[src/rtl/lane_pkg.sv]
// Shared encodings and lane geometry helper for the lane mover.
package lane_pkg;

    typedef enum logic [1:0] {
        S_IDLE    = 2'd0,
        S_SLIDE_L = 2'd1,
        S_SLIDE_R = 2'd2
    } state_t;

    typedef enum logic [1:0] {
        DIR_NONE = 2'd0,
        DIR_L    = 2'd1,
        DIR_R    = 2'd2
    } dir_t;

    function automatic int unsigned lane_x(input int unsigned lane,
                                           input int unsigned xBase,
                                           input int unsigned pitch);
        return xBase + lane * pitch;
    endfunction

endpackage

[src/rtl/key_edge.sv]
// Registers a debounced key level and emits a one-cycle registered press pulse.
module key_edge (
    input  logic Clock,
    input  logic Reset,
    input  logic KeyIn,
    output logic Press
);

    logic keyPrev;

    always_ff @(posedge Clock or negedge Reset) begin
        if (!Reset) begin
            keyPrev <= 1'b0;
            Press   <= 1'b0;
        end else begin
            keyPrev <= KeyIn;
            Press   <= KeyIn & ~keyPrev;
        end
    end

endmodule

[src/rtl/lane_mover.sv]
// Moves the player sprite between lanes, sliding PosX by STEP_PX per Tick,
// with a one-deep buffered move request and edge-blocked Bump pulses.
module lane_mover
    import lane_pkg::*;
#(
    parameter int unsigned NUM_LANES  = 4,
    parameter int unsigned START_LANE = 0,
    parameter int unsigned X_BASE     = 20,
    parameter int unsigned LANE_PITCH = 40,
    parameter int unsigned STEP_PX    = 8,
    parameter int unsigned XW         = 10,
    localparam int unsigned LW        = (NUM_LANES > 2) ? $clog2(NUM_LANES) : 1
) (
    input  logic          Clock,
    input  logic          Reset,
    input  logic          LeftIn,
    input  logic          RightIn,
    input  logic          Tick,
    output logic [LW-1:0] Lane,
    output logic [LW-1:0] TargetLane,
    output logic [XW-1:0] PosX,
    output logic          Moving,
    output logic          Bump
);

    localparam logic [LW-1:0] LAST_LANE = LW'(NUM_LANES - 1);
    localparam logic [LW-1:0] RST_LANE  = LW'(START_LANE);
    localparam logic [XW-1:0] RST_X     = XW'(lane_x(START_LANE, X_BASE, LANE_PITCH));

    if (LANE_PITCH % STEP_PX != 0) begin : gBadStep
        $error("lane_mover: LANE_PITCH must be a multiple of STEP_PX");
    end
    if (START_LANE >= NUM_LANES) begin : gBadStart
        $error("lane_mover: START_LANE must be below NUM_LANES");
    end

    state_t        state, stateNext;
    dir_t          pend, pendNext;
    dir_t          pressDir, effDir;
    logic          pressL, pressR;
    logic [LW-1:0] laneNext, tgtNext;
    logic [XW-1:0] posNext, posStep, tgtX;
    logic          movingNext, bumpNext, arrive, decide;

    key_edge uLeftEdge (
        .Clock (Clock),
        .Reset (Reset),
        .KeyIn (LeftIn),
        .Press (pressL)
    );

    key_edge uRightEdge (
        .Clock (Clock),
        .Reset (Reset),
        .KeyIn (RightIn),
        .Press (pressR)
    );

    // Simultaneous presses cancel each other out.
    assign pressDir = (pressL & ~pressR) ? DIR_L :
                      (pressR & ~pressL) ? DIR_R : DIR_NONE;

    // A fresh press overrides whatever is buffered, including on the arrival cycle.
    assign effDir  = (pressDir != DIR_NONE) ? pressDir : pend;
    assign tgtX    = XW'(lane_x(32'(TargetLane), X_BASE, LANE_PITCH));
    assign posStep = (state == S_SLIDE_L) ? PosX - XW'(STEP_PX) : PosX + XW'(STEP_PX);
    assign arrive  = (state != S_IDLE) && Tick && (posStep == tgtX);
    assign decide  = (state == S_IDLE) || arrive;

    always_ff @(posedge Clock or negedge Reset) begin
        if (!Reset) begin
            state      <= S_IDLE;
            pend       <= DIR_NONE;
            Lane       <= RST_LANE;
            TargetLane <= RST_LANE;
            PosX       <= RST_X;
            Moving     <= 1'b0;
            Bump       <= 1'b0;
        end else begin
            state      <= stateNext;
            pend       <= pendNext;
            Lane       <= laneNext;
            TargetLane <= tgtNext;
            PosX       <= posNext;
            Moving     <= movingNext;
            Bump       <= bumpNext;
        end
    end

    // In IDLE TargetLane equals Lane, so one decision path serves both
    // a fresh press and the consumption of a buffered request on arrival.
    always_comb begin
        stateNext = state;
        pendNext  = pend;
        laneNext  = Lane;
        tgtNext   = TargetLane;
        posNext   = PosX;
        bumpNext  = 1'b0;

        if (state != S_IDLE) begin
            pendNext = effDir;
            if (Tick) begin
                posNext = posStep;
            end
        end

        if (decide) begin
            laneNext  = TargetLane;
            tgtNext   = TargetLane;
            pendNext  = DIR_NONE;
            stateNext = S_IDLE;
            case (effDir)
                DIR_L: begin
                    if (TargetLane == '0) begin
                        bumpNext = 1'b1;
                    end else begin
                        tgtNext   = TargetLane - LW'(1);
                        stateNext = S_SLIDE_L;
                    end
                end
                DIR_R: begin
                    if (TargetLane == LAST_LANE) begin
                        bumpNext = 1'b1;
                    end else begin
                        tgtNext   = TargetLane + LW'(1);
                        stateNext = S_SLIDE_R;
                    end
                end
                default: ;
            endcase
        end

        movingNext = (stateNext != S_IDLE);
    end

endmodule

[config.mk]
export PLATFORM = sky130hd
export DESIGN_NAME = lane_mover
export DESIGN_NICKNAME = d
export VERILOG_FILES = /design/src/rtl/lane_pkg.sv /design/src/rtl/key_edge.sv /design/src/rtl/lane_mover.sv
export SDC_FILE = /design/constraint.sdc
export NUM_CORES = 1
export LEC_CHECK = 0
export ABC_AREA = 1
export CAP_MARGIN = 20
export CORE_ASPECT_RATIO = 1.1
export CORE_MARGIN = 1
export CORE_UTILIZATION = 54
export DETAILED_ROUTE_END_ITERATION = 6
export GPL_ROUTABILITY_DRIVEN = 1
export PLACE_DENSITY = 0.75
export SLEW_MARGIN = 20
export SYNTH_ARGS = -nofsm -noshare
export SYNTH_HDL_FRONTEND = slang
export SYNTH_SLANG_ARGS = --single-unit
[constraint.sdc]
create_clock -name Clock -period 2.49 [get_ports Clock]
set_input_delay 0.747 -clock Clock [delete_from_list [all_inputs] [get_ports Clock]]
set_output_delay 0.747 -clock Clock [all_outputs]
set_load 0.05 [all_outputs]
## Word level (Yosys, flattened, before mapping)

Index checks and enable logic that the tools add are counted.
W data, S select, Z words.

| operators by class | value |
|---|---|
| add/subtract/negate cells | 5 |
| multiply operators | 1 |
| equal/unequal tests | 7 |
| mux-type cells | 17 |
| bitwise logic cells | 8 |
| reduce and logical (&&, ||, !) cells | 12 |

Operators by type and width:

| kind | number |
|---|---|
| $mux W2 | 9 |
| $add A10 B4 Y10 const B | 1 |
| $eq A10 B9 Y1 | 1 |
| $mux W10 | 1 |
| $reduce_bool A2 Y1 | 5 |
| $sub A10 B4 Y10 const B | 1 |
| $add A5 B8 Y9 const A | 1 |
| $pmux W2 S2 | 2 |
| $mul A2 B3 Y5 const B | 1 |
| $and A1 B1 Y1 | 4 |
| $eq A2 B1 Y1 const B | 2 |
| $eq A2 B2 Y1 const B | 2 |
| $logic_not A2 Y1 | 2 |
| $mux W1 | 4 |
| $ne A2 B2 Y1 const B | 2 |
| $not A1 Y1 | 4 |
| $reduce_and A4 Y1 | 1 |
| $add A2 B1 Y2 const B | 1 |
| $logic_and A1 B1 Y1 | 2 |
| $pmux W1 S2 | 1 |
| $reduce_and A2 Y1 | 1 |
| $sub A2 B1 Y2 const B | 1 |
| $logic_or A1 B1 Y1 | 1 |

| word-level totals | value |
|---|---|
| bits in registers | 24 |
| bits of input ports | 5 |
| output and inout bits | 16 |
| word-level logic and storage cells | 61 |

## Depth between registers and ports, before layout

Gate-level depths: netlist (run 1).

| depth | value |
|---|---|
| depth after elaboration | 10 |
| depth in mapped cells | 21 |
| gate-level depth less buffers | 21 |

## Cells and area by module

Synthesis (run 1) repeated with hierarchy kept, for this count alone.

| second synthesis, totals | value |
|---|---|
| cells, all modules | 195 |
| area total of the unflattened synthesis | 1440.1 um^2 |

Modules (own cells, without submodules):

| module | times used | cells each | area each (um^2) | seq. area each (um^2) |
|---|---|---|---|---|
| lane_mover | 1 | 187 | 1320.0 | 426.7 |
| key_edge | 2 | 4 | 60.1 | 50.0 |

## Worst setup path before layout (run 1)

Ideal clock, no wire load.

| timing path | value |
|---|---|
| kind | register to register |
| from | reg PosX[4] |
| to | reg Lane[0] |
| library setup time | 0.077 ns |
| arrival | 2.181 ns |
| data required time | 2.413 ns |
| slack | 0.231 ns |
| stages on the path, launching flop included | 15 |
| clock period less this slack | 2.259 ns |
| cells stage by stage | dfstp_2 nand3_1 nand2_1 inv_1 ha_1 xor2_1 nand3_1 nor2_2 nand3_1 nor2_1 nand2_1 nand2_2 buf_6 nor2_1 a21oi_1 |

| on the way | value |
|---|---|
| longest elaborated chain between the ends | 5 |
| elaborated cells between the ends (all ways) | 6 |
| classes of those cells | 2 x add/sub; 1 x eq/ne; 1 x mux; 2 x reduce/logical |

RTL lines:

| what | RTL line | source |
|---|---|---|
| start: declaration | lane_mover.sv:21 | `output logic [XW-1:0] PosX,` |
| start signal: assignment | lane_mover.sv:84 | `PosX <= posNext;` |
| $add A10 B4 Y10 or $sub A10 B4 Y10 (tied branches) | lane_mover.sv:66 | `assign posStep = (state == S_SLIDE_L) ? PosX - XW'(STEP_PX) : PosX + XW'(STEP_PX);` |
| $mux W10 * | lane_mover.sv:66 |  |
| net posStep[4] | lane_mover.sv:42 | `logic [XW-1:0] posNext, posStep, tgtX;` |
| $eq A10 B9 Y1 * | lane_mover.sv:67 | `assign arrive = (state != S_IDLE) && Tick && (posStep == tgtX);` |
| $logic_and A1 B1 Y1 * | lane_mover.sv:67 |  |
| $logic_or A1 B1 Y1 * | lane_mover.sv:68 | `assign decide = (state == S_IDLE) \|\| arrive;` |
| end signal: assignment | lane_mover.sv:82 | `Lane <= laneNext;` |
| end: declaration | lane_mover.sv:19 | `output logic [LW-1:0] Lane,` |

The timed path passes the listed nets; every way through them passes the cells marked *.
A chain may end at the register's enable or synchronous reset.

## Worst setup path after layout (run 1)

| timing path | value |
|---|---|
| from | reg PosX[4] |
| to | out PosX[4] |

No word-level cell between the ends.

==> reports/results.txt, run 1 <==
outcome: complete, no violations
CTS sink cnt: 21
relative max-transition margin: 66.3%
commonest non-fill, non-tap cell in the layout: sky130_fd_sc_hd__nand2_1
RSZ-0062 raised after global routing: false
CP Buf/Inv Count: 1
Synth Register Bits: 21
area growth from synthesis to layout: 19.4%
Netlist cell types: 25
post-synthesis mux area share: 0%
cell with the biggest individual delay on the critical path: sky130_fd_sc_hd__clkdlybuf4s50_1
largest net degree at the start of global routing: 15
number of CTS-inserted buffers: 3
Post-Synthesis Mean Instance Area: 6.94 um^2
first-pass GRT wire length: 4990 um
post-synthesis instance area: 1450 um^2
type of the most critical hold path: reg2reg
DRC marker count from the first detailed-route iteration: 46
total wire length after detailed routing: 3070 um
clock root cell: sky130_fd_sc_hd__clkbuf_4
antenna violations before repair: 0
io pins: 21
required time at the worst-slack endpoint: 1.74 ns
worst clock skew: 0.0101 ns
endpoints failing hold: 0
I/O Buffers: 17
TritonCTS clock tree: built
xor and xnor fraction of the mapped netlist area: 2.42%
type of the setup path with the least slack: reg2out
crit path capture type: primary output
fmax: 0.411 GHz
register area share after synthesis: 36.3%
final sum of negative setup slack: 0 ns
area of the die: 2900 um^2
routability congestion estimate from global placement: 0.929
CTS max path bufs: 2
via count of the first global-routing pass: 1184
routed via count divided by cell count: 5.19
kind of cell adding the most delay to the critical path: buffers and inverters
synthesized-area fraction occupied by and/or/nand/nor cells: 35.6%
area of the core region: 2520 um^2
fraction of final layout cells with drive strength greater than 1: 13.3%
fin crit period: 2.43 ns
biggest area consumer among synthesized cells: sky130_fd_sc_hd__dfrtp_1
max-cap check violation count: 0
routed via count: 1370
data arrival time of the worst path: 1.68 ns
final-stage net count: 247
clock edge transition at the registers on the reported setup and hold paths: 0.12 ns
Compound-Gate Fraction of Synth Area: 6.82%
cell-by-cell listing of the critical path: clkdlybuf4s50_1
DRC Markers: 0
combinational family with the most area after synthesis: simple AND/OR/NAND/NOR gates
Adder-Cell Fraction of Synth Area: 6.90%
antenna-violating nets left: 0
actual slew at the worst max-slew pin: 0.504 ns
CP startpoint kind: register
ant diodes: 0
share of the synthesized area in the top cell type: 34.5%
delay of the slowest cell on the worst path: 0.80 ns
portion of the clock cycle consumed by the worst path in the final layout: 97.6%
gate count after technology mapping: 209
estimated wirelength of the detail-placed design: 2300 um
grt total ovfl: 0
Area contributors post-synth: sky130_fd_sc_hd__dfrtp_1, sky130_fd_sc_hd__nand2_1, sky130_fd_sc_hd__inv_1
Die Span Y: 56.4 um
top library cells by usage in the layout, fill and taps aside: sky130_fd_sc_hd__nand2_1, sky130_fd_sc_hd__inv_1, sky130_fd_sc_hd__nand3_1
later-pin clock latency in the skew report: 0.31 ns
first-pass detailed-route iteration total: 4
detail-routed net length per standard cell: 11.6 um
initial core utilization: 57.5%
Clock H-tree levels: 1
GR Util All Layers: 22.9%
setup violation total in the final timing report: 0
maximum fanout along the worst path: 3
Slew Viols, Final: 0
die span in x: 51.4 um
Yosys warning count: 0
number of rows in the core area: 19
==> cells by family after synthesis <==
family / count (synthesis)
other cells: 2
xor+xnor: 4
simple gates: 118
compound gates: 17
flops: 21
fa+ha+maj: 8
buf+inv: 39
==> final cells by class <==
class,instances,area (um^2)
well taps,31,38.8
repair buffers,23,215
flip-flops and latches,21,528
clock buffers,3,22.5
clock inverters,1,5.00
multi-input cells,151,792
inverters,34,130
fillers,225,788
==> state kept, by name (all words and copies together) (netlist names) <==
register and flops:
pend 2, uLeftEdge.keyPrev 1, PosX 7, Bump 1
TargetLane 2, Lane 2, uLeftEdge.Press 1, Moving 1
state 2, uRightEdge.Press 1, uRightEdge.keyPrev 1
==> Yosys cell counts (all sizes together) <==
cell type	n
inv	34
nand2	67
xor2	3
a41o	1
o21ai	10
clkbuf	1
buf	4
dfrtp	20
xnor2	1
o22ai	1
ha	8
nor2	21
conb	2
nand4	5
o21bai	1
nor3	2
nand3	23
dfstp	1
a21oi	4
==> through the flow <==
stage	instance area [um^2]	hold WS, ns	util [%]	std cells	setup slack (ns)
after detailed placement	1640	0.394	65.1	255	0.118
after floorplan	1450	0.376	-	210	0.231
after global routing	1730	0.430	68.7	264	0.0226
final	1730	0.408	68.7	264	0.0590
after global placement	1640	0.385	65.1	255	0.182
after CTS	1670	0.411	66.2	259	0.0663
==> routing by layer <==
layer  vias up  GRT usage [%]  routed length (um)
met5         -              0                   0
met4         0           9.27                  47
met3         4           2.44                 124
met2        33           40.3                1550
met1       629           27.8                1340
li1        704              -                   -
==> final timing paths <==
path / from / to / slack [ns] / cells after the start
worst max-delay path: PosX[4] / PosX[4] / 0.06 / 1
worst min-delay path: uLeftEdge.keyPrev / uLeftEdge.Press / 0.41 / 1
worst max register to register: PosX[4] / TargetLane[1] / 0.21 / 18
worst min register to register: uLeftEdge.keyPrev / uLeftEdge.Press / 0.41 / 1
max in group asynchronous: Reset / state[0] / 1.24 / 2
min in group asynchronous: Reset / PosX[3] / 0.71 / 1
==> repair_timing <==
item | in CTS | in global routing
buffers inserted | 0 | 4
endpoints found under the setup margin | 0 | 10
resized for setup | 0 | 8
hold buffers | 0 | 0
Power of run 1 is left out: the tool's default activity adds up to more than one toggle a clock period on the data nets, which glitch-free logic cannot reach.
==> run 2: changes to the inputs <==
--- a/config.mk
+++ b/config.mk
@@ -12,6 +12,7 @@
 export CORE_UTILIZATION = 54
 export DETAILED_ROUTE_END_ITERATION = 6
 export GPL_ROUTABILITY_DRIVEN = 1
+export GPL_TIMING_DRIVEN = 0
 export PLACE_DENSITY = 0.75
 export SLEW_MARGIN = 20
 export SYNTH_ARGS = -nofsm -noshare
==> run 2 against run 1 <==
  * Via count rose by 3.1%
  * Cell count rose by 1.9%
  * Global-route usage rose by 2.3 points
  * Clock skew fell by 0.0048 ns
  * First-iteration DRC count fell by 30%
  * Routed wire length rose by 9.7%
  * Sequential share of layout area fell by 1.3 points
  * Sequential cell count did not move
  * Critical path depth did not move
  * Worst hold slack improved by 0.0038 ns
  * Critical path type unchanged
==> reports/results.txt, run 2 (synthesis results as in run 1) <==
initial core utilization: 57.5%
first-pass detailed-route iteration total: 4
routed via count: 1413
CTS sink cnt: 21
top library cells by usage in the layout, fill and taps aside: sky130_fd_sc_hd__nand2_1, sky130_fd_sc_hd__inv_1, sky130_fd_sc_hd__nand3_1
io pins: 21
cell with the biggest individual delay on the critical path: sky130_fd_sc_hd__clkdlybuf4s50_1
clock edge transition at the registers on the reported setup and hold paths: 0.12 ns
fin crit period: 2.41 ns
estimated wirelength of the detail-placed design: 2500 um
crit path capture type: primary output
TritonCTS clock tree: built
fraction of final layout cells with drive strength greater than 1: 17.6%
CP Buf/Inv Count: 1
Slew Viols, Final: 0
number of CTS-inserted buffers: 3
worst reg2reg setup slack: 0.14 ns
routability congestion estimate from global placement: 0.889
final non-filler cell area: 1800 um^2
kind of cell adding the most delay to the critical path: buffers and inverters
outcome: complete, no violations
Setup crit end: TargetLane[0]
number of gates on the worst path with buffers counted: 1
DRC Markers: 0
CTS max path bufs: 2
commonest non-fill, non-tap cell in the layout: sky130_fd_sc_hd__nand2_1
area of the die: 2900 um^2
Clock H-tree levels: 1
antenna-violating nets left: 0
largest net degree at the start of global routing: 22
number of flip-flops under the largest register name: 7
I/O Buffers: 17
Reg with most FFs: PosX
detail-routed net length per standard cell: 12.5 um
grt total ovfl: 0
CP startpoint kind: register
cell-by-cell listing of the critical path: clkdlybuf4s50_1
routed via count divided by cell count: 5.25
beginning of the critical path: TargetLane[0]
delay of the slowest cell on the worst path: 0.86 ns
total cell area at the placement stage: 1660 um^2
Filler Cells Inserted: 224
Die Span Y: 56.4 um
area growth from synthesis to layout: 24.2%
type of the setup path with the least slack: reg2out
fmax: 0.416 GHz
worst r2r dst: Moving
Hold Slack: 0.412 ns
setup violation total in the final timing report: 0
antenna violations before repair: 0
relative max-transition margin: 35.2%
GR Util All Layers: 25.2%
endpoints failing hold: 0
DRC marker count from the first detailed-route iteration: 32
die span in x: 51.4 um
Cells on Worst Hold Path: 1
final-stage net count: 252
reg2reg start: state[0]
max-cap check violation count: 0
via count of the first global-routing pass: 1367
total wire length after detailed routing: 3370 um
first-pass GRT wire length: 5480 um
final core utilization: 71.5%
actual slew at the worst max-slew pin: 0.968 ns
number of rows in the core area: 19
number of cells on the worst reg-to-reg path: 18
required time at the worst-slack endpoint: 1.74 ns
data arrival time of the worst path: 1.66 ns
clock root cell: sky130_fd_sc_hd__clkbuf_4
later-pin clock latency in the skew report: 0.31 ns
ant diodes: 0
portion of the clock cycle consumed by the worst path in the final layout: 96.6%
area of the core region: 2520 um^2
maximum fanout along the worst path: 6
worst clock skew: 0.00531 ns
type of the most critical hold path: reg2reg
run 2: worst min path at each step:
stage / slack, ns / to / startpoint
5_1_grt: 0.44 / uRightEdge.Press / uRightEdge.keyPrev
6_report: 0.41 / uRightEdge.Press / uRightEdge.keyPrev
3_5_place_dp: 0.40 / uLeftEdge.Press / uLeftEdge.keyPrev
2_1_floorplan: 0.38 / uLeftEdge.Press / uLeftEdge.keyPrev
4_1_cts: 0.42 / uRightEdge.Press / uRightEdge.keyPrev
3_3_place_gp: 0.38 / uLeftEdge.Press / uLeftEdge.keyPrev
run 2: metal layers:
layer,routed length [um],vias up,global-route usage (%)
li1,-,707,-
met1,1430,649,27.6
met2,1660,37,42.3
met3,104,20,4.07
met4,174,0,18.9
met5,0,-,0
run 2: layout make-up:
class / instances / area (um^2) / area share [%]
Clock buffer: 3 / 22.5 / 1.25
Clock inverter: 1 / 5.00 / 0.278
Inverter: 34 / 130 / 7.22
Sequential cell: 21 / 527 / 29.2
Timing Repair Buffer: 24 / 229 / 12.7
Tap cell: 31 / 38.8 / 2.15
Multi-Input combinational cell: 150 / 812 / 45.1
Buffer: 5 / 37.5 / 2.08
run 2: what timing repair did:
action / CTS / global route
endpoints found under the setup margin: 0 / 10
setup buffers: 0 / 6
gates resized for setup: 0 / 20
endpoints found under the hold margin: 0 / 0
hold buffers: 0 / 0
run 2: stage by stage:
stage	TNS [ns]	worst slack [ns]	instances
6_report	0	0.0839	269
5_1_grt	-0.296	-0.0586	269
4_1_cts	0	0.0407	262
3_5_place_dp	0	0.0683	258
3_3_place_gp	0	0.171	258
2_1_floorplan	0	0.231	210
Power of run 2 is left out for the same reason.
==> run 3: changes to the inputs <==
--- a/config.mk
+++ b/config.mk
@@ -9,11 +9,11 @@
 export CAP_MARGIN = 20
 export CORE_ASPECT_RATIO = 1.1
 export CORE_MARGIN = 1
-export CORE_UTILIZATION = 54
+export CORE_UTILIZATION = 45
 export DETAILED_ROUTE_END_ITERATION = 6
 export GPL_ROUTABILITY_DRIVEN = 1
 export GPL_TIMING_DRIVEN = 0
-export PLACE_DENSITY = 0.75
+export PLACE_DENSITY = 0.64
 export SLEW_MARGIN = 20
 export SYNTH_ARGS = -nofsm -noshare
 export SYNTH_HDL_FRONTEND = slang
==> run 3 against run 2 <==
  * Non-clock buffer count down 4
  * Worst hold slack lost 0.031 ns
  * Utilization decreased by 14 points
  * Critical path depth did not move
  * Routed wire length down 4.5%
  * Die area rose by 19%
  * Design area down 2.2%
  * First-iteration DRC count increased by 50%
  * Register-to-register slack improved by 0.11 ns
  * Clock skew down 0.0033 ns
  * Critical endpoint unchanged
==> reports/results.txt, run 3 (synthesis results as in run 1) <==
reg2reg start: state[1]
final-stage net count: 248
max-cap check violation count: 0
ant diodes: 0
CP startpoint kind: register
Reg with most FFs: PosX
GR Util All Layers: 19.8%
Die Span Y: 61.5 um
number of cells on the worst reg-to-reg path: 21
outcome: complete, no violations
crit path capture type: primary output
maximum fanout along the worst path: 6
total wire length after detailed routing: 3210 um
CP Buf/Inv Count: 1
delay of the slowest cell on the worst path: 0.85 ns
DRC marker count from the first detailed-route iteration: 48
cell with the biggest individual delay on the critical path: sky130_fd_sc_hd__clkdlybuf4s50_1
endpoints failing hold: 0
routed via count divided by cell count: 5.05
RSZ-0062 raised after global routing: false
M1 wire length: 1360 um
portion of the clock cycle consumed by the worst path in the final layout: 96.3%
first-pass GRT wire length: 5250 um
worst r2r dst: Lane[1]
DRC Markers: 0
routed via count: 1354
initial core utilization: 47.6%
number of flip-flops under the largest register name: 7
CTS max path bufs: 2
estimated wirelength of the detail-placed design: 2530 um
fraction of final layout cells with drive strength greater than 1: 14.5%
number of CTS-inserted buffers: 3
later-pin clock latency in the skew report: 0.31 ns
Hold Slack: 0.381 ns
routability congestion estimate from global placement: 0.926
top library cells by usage in the layout, fill and taps aside: sky130_fd_sc_hd__nand2_1, sky130_fd_sc_hd__inv_1, sky130_fd_sc_hd__nand3_1
highest routing layer actually used: met4
type of the setup path with the least slack: reg2out
type of the most critical hold path: in2async
antenna-violating nets left: 0
commonest non-fill, non-tap cell in the layout: sky130_fd_sc_hd__nand2_1
setup violation total in the final timing report: 0
kind of cell adding the most delay to the critical path: buffers and inverters
clock edge transition at the registers on the reported setup and hold paths: 0.12 ns
I/O Buffers: 17
antenna violations before repair: 0
actual slew at the worst max-slew pin: 0.502 ns
WL met2: 1670 um
worst clock skew: 0.00204 ns
fmax: 0.417 GHz
clock root cell: sky130_fd_sc_hd__clkbuf_4
final sum of negative setup slack: 0 ns
met3 layer wire length in the routed design: 102 um
cell-by-cell listing of the critical path: clkdlybuf4s50_1
via count of the first global-routing pass: 1296
Clock H-tree levels: 1
Slew Viols, Final: 0
io pins: 21
data arrival time of the worst path: 1.65 ns
required time at the worst-slack endpoint: 1.74 ns
area growth from synthesis to layout: 21.5%
die span in x: 56.1 um
largest net degree at the start of global routing: 22
fin crit period: 2.40 ns
detail-routed net length per standard cell: 12.0 um
TritonCTS clock tree: built
CTS sink cnt: 21
number of rows in the core area: 21
first-pass detailed-route iteration total: 4
relative max-transition margin: 66.4%
area of the die: 3450 um^2
grt total ovfl: 0
worst reg2reg setup slack: 0.25 ns
area of the core region: 3050 um^2
-- run 3: cell count changes in the layout (fill, tap and decap cells not counted), sizes merged --
cell | before | now
buf | 11 | 8
clkdlybuf4s50 | 16 | 15
clkinvlp | 0 | 1
clkinv | 1 | 0
-- run 3: metal layers --
metal | vias up | track usage [%]
met5 | - | 0
met4 | 0 | 12.5
met3 | 10 | 2.94
met2 | 34 | 37.4
met1 | 612 | 21.3
li1 | 698 | -
-- run 3: worst max path at each step --
stage | startpoint | endpoint | slack (ns) | cells past startpoint
after detailed placement | state[1] | Moving | 0.13 | 20
after CTS | PosX[4] | PosX[4] | 0.06 | 1
after global routing | state[1] | TargetLane[0] | 0.008 | 21
after global placement | Tick | Lane[0] | 0.15 | 12
after floorplan | PosX[4] | Lane[0] | 0.23 | 14
final | TargetLane[0] | TargetLane[0] | 0.09 | 1
-- run 3: cell type report --
cell class                      instances  area [um^2]
Fill cell                             291         1290
Multi-Input combinational cell        150          803
Sequential cell                        21          528
Timing Repair Buffer                   20          190
Inverter                               34          130
Tap cell                               34         42.5
Buffer                                  5         37.5
Clock buffer                            3         22.5
Clock inverter                          1         7.51
-- run 3: repair_timing --
item                                    CTS  global route
endpoints found under the setup margin    0            10
hold buffers                              0             0
gates resized for setup                   0            13
buffers inserted                          0             2
-- run 3: per-stage QoR --
step	setup WS (ns)	utilization, %	area (um^2)	cells
6_report	0.0914	57.8	1760	268
5_1_grt	0.00846	57.8	1760	268
4_1_cts	0.0619	55.7	1700	265
3_5_place_dp	0.133	54.7	1670	261
3_3_place_gp	0.146	54.7	1670	261
2_1_floorplan	0.231	-	1450	210
Power of run 3 is left out for the same reason.
